File: src/rtl/argmin_stream_pkg.sv
// Shared compare/select helpers for the streaming argmin.
package argmin_stream_pkg;

  // Widest supported cost. Callers zero-extend narrower costs to this width.
  localparam int CMP_W = 64;

  // The "second" value used when a group holds a single candidate.
  localparam logic [CMP_W-1:0] SAT_SECOND = '1;

  typedef enum logic [1:0] {
    ST_IDLE,
    ST_ACCUM,
    ST_HOLD
  } state_e;

  // Unsigned compare-select. Returns 1 only when b is strictly smaller.
  // Candidate a must be the lower index, so on a tie a is kept.
  function automatic logic take_b(input logic [CMP_W-1:0] a,
                                  input logic [CMP_W-1:0] b);
    return (b < a);
  endfunction

endpackage

File: src/rtl/argmin_lanes.sv
// Combinational reduction of one beat: min, winning lane and second-smallest.
module argmin_lanes
  import argmin_stream_pkg::*;
#(
  parameter int WIDTH  = 32,
  parameter int LANES  = 4,
  parameter int LIDX_W = 2
) (
  input  logic [LANES*WIDTH-1:0] i_data,
  output logic [WIDTH-1:0]       o_min,
  output logic [LIDX_W-1:0]      o_idx,
  output logic [WIDTH-1:0]       o_second
);

  logic [WIDTH-1:0] w_v;
  logic [WIDTH-1:0] w_hi;

  // Fold lanes in ascending order so that on a tie the earlier (lower) lane wins.
  // A lone lane's own second is saturated, so the merge reduces to
  // second = min(second, max(min, lane)).
  always_comb begin
    w_v      = '0;
    w_hi     = '0;
    o_min    = i_data[0 +: WIDTH];
    o_idx    = '0;
    o_second = WIDTH'(SAT_SECOND);
    for (int k = 1; k < LANES; k++) begin
      w_v = i_data[k*WIDTH +: WIDTH];
      if (take_b(CMP_W'(o_min), CMP_W'(w_v))) begin
        w_hi  = o_min;
        o_min = w_v;
        o_idx = LIDX_W'(k);
      end else begin
        w_hi  = w_v;
      end
      if (!take_b(CMP_W'(w_hi), CMP_W'(o_second)))
        o_second = w_hi;
    end
  end

endmodule

File: src/rtl/argmin_stream.sv
// Streaming argmin over NUM_CANDS costs, LANES per beat, valid/ready in and out.
module argmin_stream
  import argmin_stream_pkg::*;
#(
  parameter  int WIDTH     = 32,
  parameter  int NUM_CANDS = 64,
  parameter  int LANES     = 4,
  localparam int IDX_W     = (NUM_CANDS > 1) ? $clog2(NUM_CANDS) : 1,
  localparam int BEATS     = NUM_CANDS / LANES
) (
  input  logic                   clk,
  input  logic                   rst,
  input  logic                   in_valid,
  output logic                   in_ready,
  input  logic [LANES*WIDTH-1:0] in_data,
  output logic                   out_valid,
  input  logic                   out_ready,
  output logic [WIDTH-1:0]       out_min,
  output logic [IDX_W-1:0]       out_idx,
  output logic [WIDTH-1:0]       out_second
);

  localparam int CNT_W  = (BEATS > 1) ? $clog2(BEATS) : 1;
  localparam int LIDX_W = (LANES > 1) ? $clog2(LANES) : 1;

  state_e             r_state, w_state_nxt;
  logic [CNT_W-1:0]   r_cnt;
  logic [WIDTH-1:0]   r_acc_min, r_acc_sec;
  logic [IDX_W-1:0]   r_acc_idx;
  logic [WIDTH-1:0]   r_out_min, r_out_sec;
  logic [IDX_W-1:0]   r_out_idx;

  logic [WIDTH-1:0]   w_lane_min, w_lane_sec;
  logic [LIDX_W-1:0]  w_lane_idx;
  logic [IDX_W-1:0]   w_b_idx;
  logic [WIDTH-1:0]   w_new_min, w_new_sec, w_hi, w_lo;
  logic [IDX_W-1:0]   w_new_idx;
  logic               w_fire, w_last;

  argmin_lanes #(.WIDTH(WIDTH), .LANES(LANES), .LIDX_W(LIDX_W)) u_lanes (
    .i_data   (in_data),
    .o_min    (w_lane_min),
    .o_idx    (w_lane_idx),
    .o_second (w_lane_sec)
  );

  // While a result is held the beat counter is always 0, so HOLD never overlaps ACCUM.
  assign out_valid  = (r_state == ST_HOLD);
  assign in_ready   = !out_valid || out_ready;
  assign w_fire     = in_valid && in_ready;
  assign w_last     = w_fire && (r_cnt == CNT_W'(BEATS - 1));
  assign out_min    = r_out_min;
  assign out_idx    = r_out_idx;
  assign out_second = r_out_sec;

  // Global index of the beat's winner; the product is at most NUM_CANDS-LANES,
  // so it fits IDX_W.
  assign w_b_idx = IDX_W'(r_cnt) * IDX_W'(LANES) + IDX_W'(w_lane_idx);

  // Merge the beat with the accumulator (earlier beats win ties); beat 0 loads fresh.
  always_comb begin
    w_new_min = w_lane_min;
    w_new_idx = w_b_idx;
    w_new_sec = w_lane_sec;
    w_hi      = '0;
    w_lo      = '0;
    if (r_cnt != '0) begin
      if (take_b(CMP_W'(r_acc_min), CMP_W'(w_lane_min))) begin
        w_new_min = w_lane_min;
        w_new_idx = w_b_idx;
        w_hi      = r_acc_min;
      end else begin
        w_new_min = r_acc_min;
        w_new_idx = r_acc_idx;
        w_hi      = w_lane_min;
      end
      w_lo      = take_b(CMP_W'(r_acc_sec), CMP_W'(w_lane_sec)) ? w_lane_sec : r_acc_sec;
      w_new_sec = take_b(CMP_W'(w_hi), CMP_W'(w_lo)) ? w_lo : w_hi;
    end
  end

  // Next-state: a completing frame always lands in HOLD, even while the old result drains.
  always_comb begin
    w_state_nxt = r_state;
    case (r_state)
      ST_IDLE:  if (w_last) w_state_nxt = ST_HOLD;
                else if (w_fire) w_state_nxt = ST_ACCUM;
      ST_ACCUM: if (w_last) w_state_nxt = ST_HOLD;
      ST_HOLD:  if (w_last) w_state_nxt = ST_HOLD;
                else if (w_fire) w_state_nxt = ST_ACCUM;
                else if (out_ready) w_state_nxt = ST_IDLE;
      default:  w_state_nxt = ST_IDLE;
    endcase
  end

  // State register.
  always_ff @(posedge clk or posedge rst) begin
    if (rst) r_state <= ST_IDLE;
    else     r_state <= w_state_nxt;
  end

  // Beat counter, accumulator and output register; a reset drops any partial frame.
  always_ff @(posedge clk or posedge rst) begin
    if (rst) begin
      r_cnt     <= '0;
      r_acc_min <= '0;
      r_acc_idx <= '0;
      r_acc_sec <= '0;
      r_out_min <= '0;
      r_out_idx <= '0;
      r_out_sec <= '0;
    end else if (w_fire) begin
      r_cnt     <= w_last ? '0 : r_cnt + CNT_W'(1);
      r_acc_min <= w_new_min;
      r_acc_idx <= w_new_idx;
      r_acc_sec <= w_new_sec;
      if (w_last) begin
        r_out_min <= w_new_min;
        r_out_idx <= w_new_idx;
        r_out_sec <= w_new_sec;
      end
    end
  end

endmodule

File: config.mk
export PLATFORM = sky130hd
export DESIGN_NAME = argmin_stream
export DESIGN_NICKNAME = d
export VERILOG_FILES = /design/src/rtl/argmin_stream_pkg.sv /design/src/rtl/argmin_lanes.sv /design/src/rtl/argmin_stream.sv
export SDC_FILE = /design/constraint.sdc
export NUM_CORES = 1
export LEC_CHECK = 0
export ABC_AREA = 1
export CORE_MARGIN = 2
export CORE_UTILIZATION = 25
export CTS_BUF_LIST = sky130_fd_sc_hd__clkbuf_4 sky130_fd_sc_hd__clkbuf_8 sky130_fd_sc_hd__clkbuf_16
export DETAILED_ROUTE_END_ITERATION = 6
export GPL_TIMING_DRIVEN = 1
export PLACE_DENSITY = 0.49
export SLEW_MARGIN = 20
export SYNTH_ARGS = -nofsm -noshare
export SYNTH_HDL_FRONTEND = slang
export SYNTH_HIERARCHICAL = 1
export SYNTH_SLANG_ARGS = --single-unit
File: constraint.sdc
create_clock -name clk -period 8.9 [get_ports clk]
set_clock_uncertainty 0.15 [all_clocks]
set_input_delay 1.78 -clock clk [delete_from_list [all_inputs] [get_ports clk]]
set_output_delay 1.78 -clock clk [all_outputs]
set_load 0.01 [all_outputs]
==> results.json <==
{
  "viasPerCell": 4.74,
  "grt_pass1_wl_um": 116000,
  "synth_edf_count": 0,
  "startpoint_type": "input port",
  "syn_inst": 2546,
  "period_minus_slack_ps": 11960,
  "maxCapViolCount": 0,
  "ant_nets": 0,
  "required_ps": 9130,
  "finalSetupTns_ps": -198360,
  "place.gp.congestion": 0.953,
  "status": "finished, violations left",
  "use_met3": 0.0183,
  "worstHoldPathType": "flop to flop",
  "grt_antenna_before_repair": 0,
  "drc": 3,
  "failed_checks": "DRC, setup timing",
  "clockRootBuffer": "clkbuf_16",
  "gr-total-overflow": 0,
  "crit_path_max_incr_delay_ps": 520,
  "syn_to_final_growth_pct": 79.5,
  "drive_above_1_share": 0.397,
  "clock_path_buffers": 2,
  "num-nets-final": 3822,
  "met2_usage": 0.409,
  "finalSetupViolations": 132,
  "cts_buffers": 17,
  "num_vias": 20376,
  "coreArea_mm2": 0.0633,
  "grt_pass1_vias": 20607,
  "timing.rr.end": "out_second[20]$_DFFE_PP0P_",
  "synth_ff_type": "dfrtp_1",
  "rows": 92,
  "syn_area_per_cell_um2": 6.30,
  "busiest_layer": "met2",
  "grt_max_degree": 110,
  "dr.pass1.iters": 7,
  "regToRegStartpoint": "r_acc_min[23]$_DFFE_PP0P_",
  "cts.htree.levels": 4,
  "design_area_mm2": 0.0288,
  "nFillCells": 6285,
  "use_met1": 0.272,
  "dieHeight_um": 257,
  "r2r_cells": 28,
  "worst_setup_path_end_kind": "flop",
  "io_buffers": 203,
  "die_area_mm2": 0.0662,
  "ys_types": 37,
  "seq_area_mm2": 0.00365,
  "multi_input_area_mm2": 0.0136,
  "worst_pin_slew_ps": 1040,
  "track_usage": 0.224,
  "start_util": 0.253,
  "clk_latency_ps": 450,
  "diodes": 0,
  "ys_warn_count": 6,
  "clock_sinks": 146,
  "drtIter0Drc": 1141,
  "grt_setup_unrepaired": "true",
  "cpMostUsedCell": "buf_12",
  "wl_um": 76200,
  "rrSetupSlack_ps": 4120,
  "crit_path_max_fanout": 8,
  "finalHoldViolations": 0,
  "hpwl_um": 58300,
  "cts_tree": "yes",
  "synth_nets": 2925,
  "async_reset_ff_frac": 1.00,
  "final_cell_mix": "nand2_1 (837), buf_4 (684), o21ai_0 (235)",
  "die_x_um": 257,
  "syn-cell-area_mm2": 0.0160,
  "hold-path-cell-count": 2,
  "max_freq_mhz": 83.6,
  "period_share": 1.34,
  "relSlewSlack": 0.304,
  "synth_seq_cells": 146,
  "critPathArrivalTime_ps": 12190,
  "fin_ws_ps": -3060,
  "place_area_mm2": 0.0236,
  "ys_seq_area_frac": 0.228,
  "ios": 204,
  "hold_path.startpoint": "out_second[7]$_DFFE_PP0P_",
  "wl_per_cell_um": 17.7,
  "layout_commonest_cell": "nand2_1",
  "whs_endpoint": "out_second[7]$_DFFE_PP0P_",
  "crit_type": "input port to flop",
  "slowest_stage": "or4_4",
  "drv_slew": 0,
  "clk_pin_slew_ps": 70,
  "ctsHoldBuffers": 0
}
how the worst max path moves through the flow:
| stage | slack, ps | depth (start not counted) | start | end |
|---|---|---|---|---|
| CTS | -2830 | 76 | in_data[29] | out_second[18]$_DFFE_PP0P_ |
| global route | -3430 | 80 | in_data[21] | r_acc_sec[1]$_DFFE_PP0P_ |
| floorplan | -2330 | 71 | in_data[37] | r_acc_sec[14]$_DFFE_PP0P_ |
| finish | -3060 | 69 | in_data[27] | out_second[20]$_DFFE_PP0P_ |
| global placement | -5110 | 66 | in_data[5] | out_second[1]$_DFFE_PP0P_ |
| detailed placement | -5230 | 63 | in_data[61] | r_acc_sec[1]$_DFFE_PP0P_ |
critical path, delay by kind of cell:
kind                       cells  cell delay (ps)
and+or+nand+nor               29             4120
AOI/OAI and AO/OA             15             2370
buffers and inverters         19             2360
adders and majority gates      6             1550
routing by layer:
metal / share of wire / routed length [um] / vias up
met5: 0 / 0 / -
met4: 0.038 / 2930 / 0
met3: 0.032 / 2470 / 116
met2: 0.50 / 38000 / 541
met1: 0.43 / 32700 / 9560
li1: - / - / 10159
through the flow:
| stage | util | hold WS [ps] | instances | worst slack [ps] |
|---|---|---|---|---|
| 6_report | 0.455 | 329 | 4302 | -3060 |
| 4_1_cts | 0.442 | 334 | 4273 | -2830 |
| 5_1_grt | 0.455 | 356 | 4302 | -3430 |
| 3_5_place_dp | 0.373 | 314 | 4077 | -5230 |
| 3_3_place_gp | 0.373 | 315 | 4076 | -5110 |
| 2_1_floorplan | - | 298 | 2546 | -2330 |
final cells by class:
class / instances / area share
Multi-Input combinational cell: 2010 / 0.472
Timing Repair Buffer: 988 / 0.304
Sequential cell: 146 / 0.127
Inverter: 280 / 0.0386
Tap cell: 846 / 0.0367
Clock buffer: 17 / 0.0148
Clock inverter: 15 / 0.00665
logic make-up after synthesis:
family	count (synthesis)	synth area share
xor gates and xnor gates	1	0.000546
adders and majority gates	247	0.193
AOI/OAI and AO/OA	548	0.179
muxes	2	0.00125
DFF	146	0.228
and+or+nand+nor	1204	0.302
buffers and inverters	398	0.0974
registers in the layout, indices dropped and copies added, names as in the netlist:
name and cells:
r_acc_min 32, out_second 32, r_acc_idx 6, out_idx 6
r_state 2, r_acc_sec 32, r_cnt 4, out_min 32
timing repair:
item,CTS,global route
endpoints found under the setup margin,140,140
gates cloned,26,5
buffers inserted,140,26
pin swaps,186,66
gates resized for setup,784,189
cells in the mapped netlist (4+ instances only):
cell,n,area [um2]
a211oi_1,18,135
a21oi_1,104,521
buf_1,5,18.8
buf_2,10,50.1
buf_6,6,67.6
clkbuf_1,94,353
dfrtp_1,146,3650
ha_1,247,3090
inv_1,274,1030
nand2_1,961,3610
nand2_2,6,37.5
nand2_4,6,67.6
nand3_1,125,626
nand3b_1,4,30.0
nand4_1,19,119
nor2_1,57,214
nor3_1,17,85.1
o21ai_0,405,2030
o21ai_1,4,20.0
o221a_2,5,56.3
o221ai_1,6,52.6
Power is left out: the tool's default activity adds up to more than one toggle a clock period on the data nets, which glitch-free logic cannot reach.
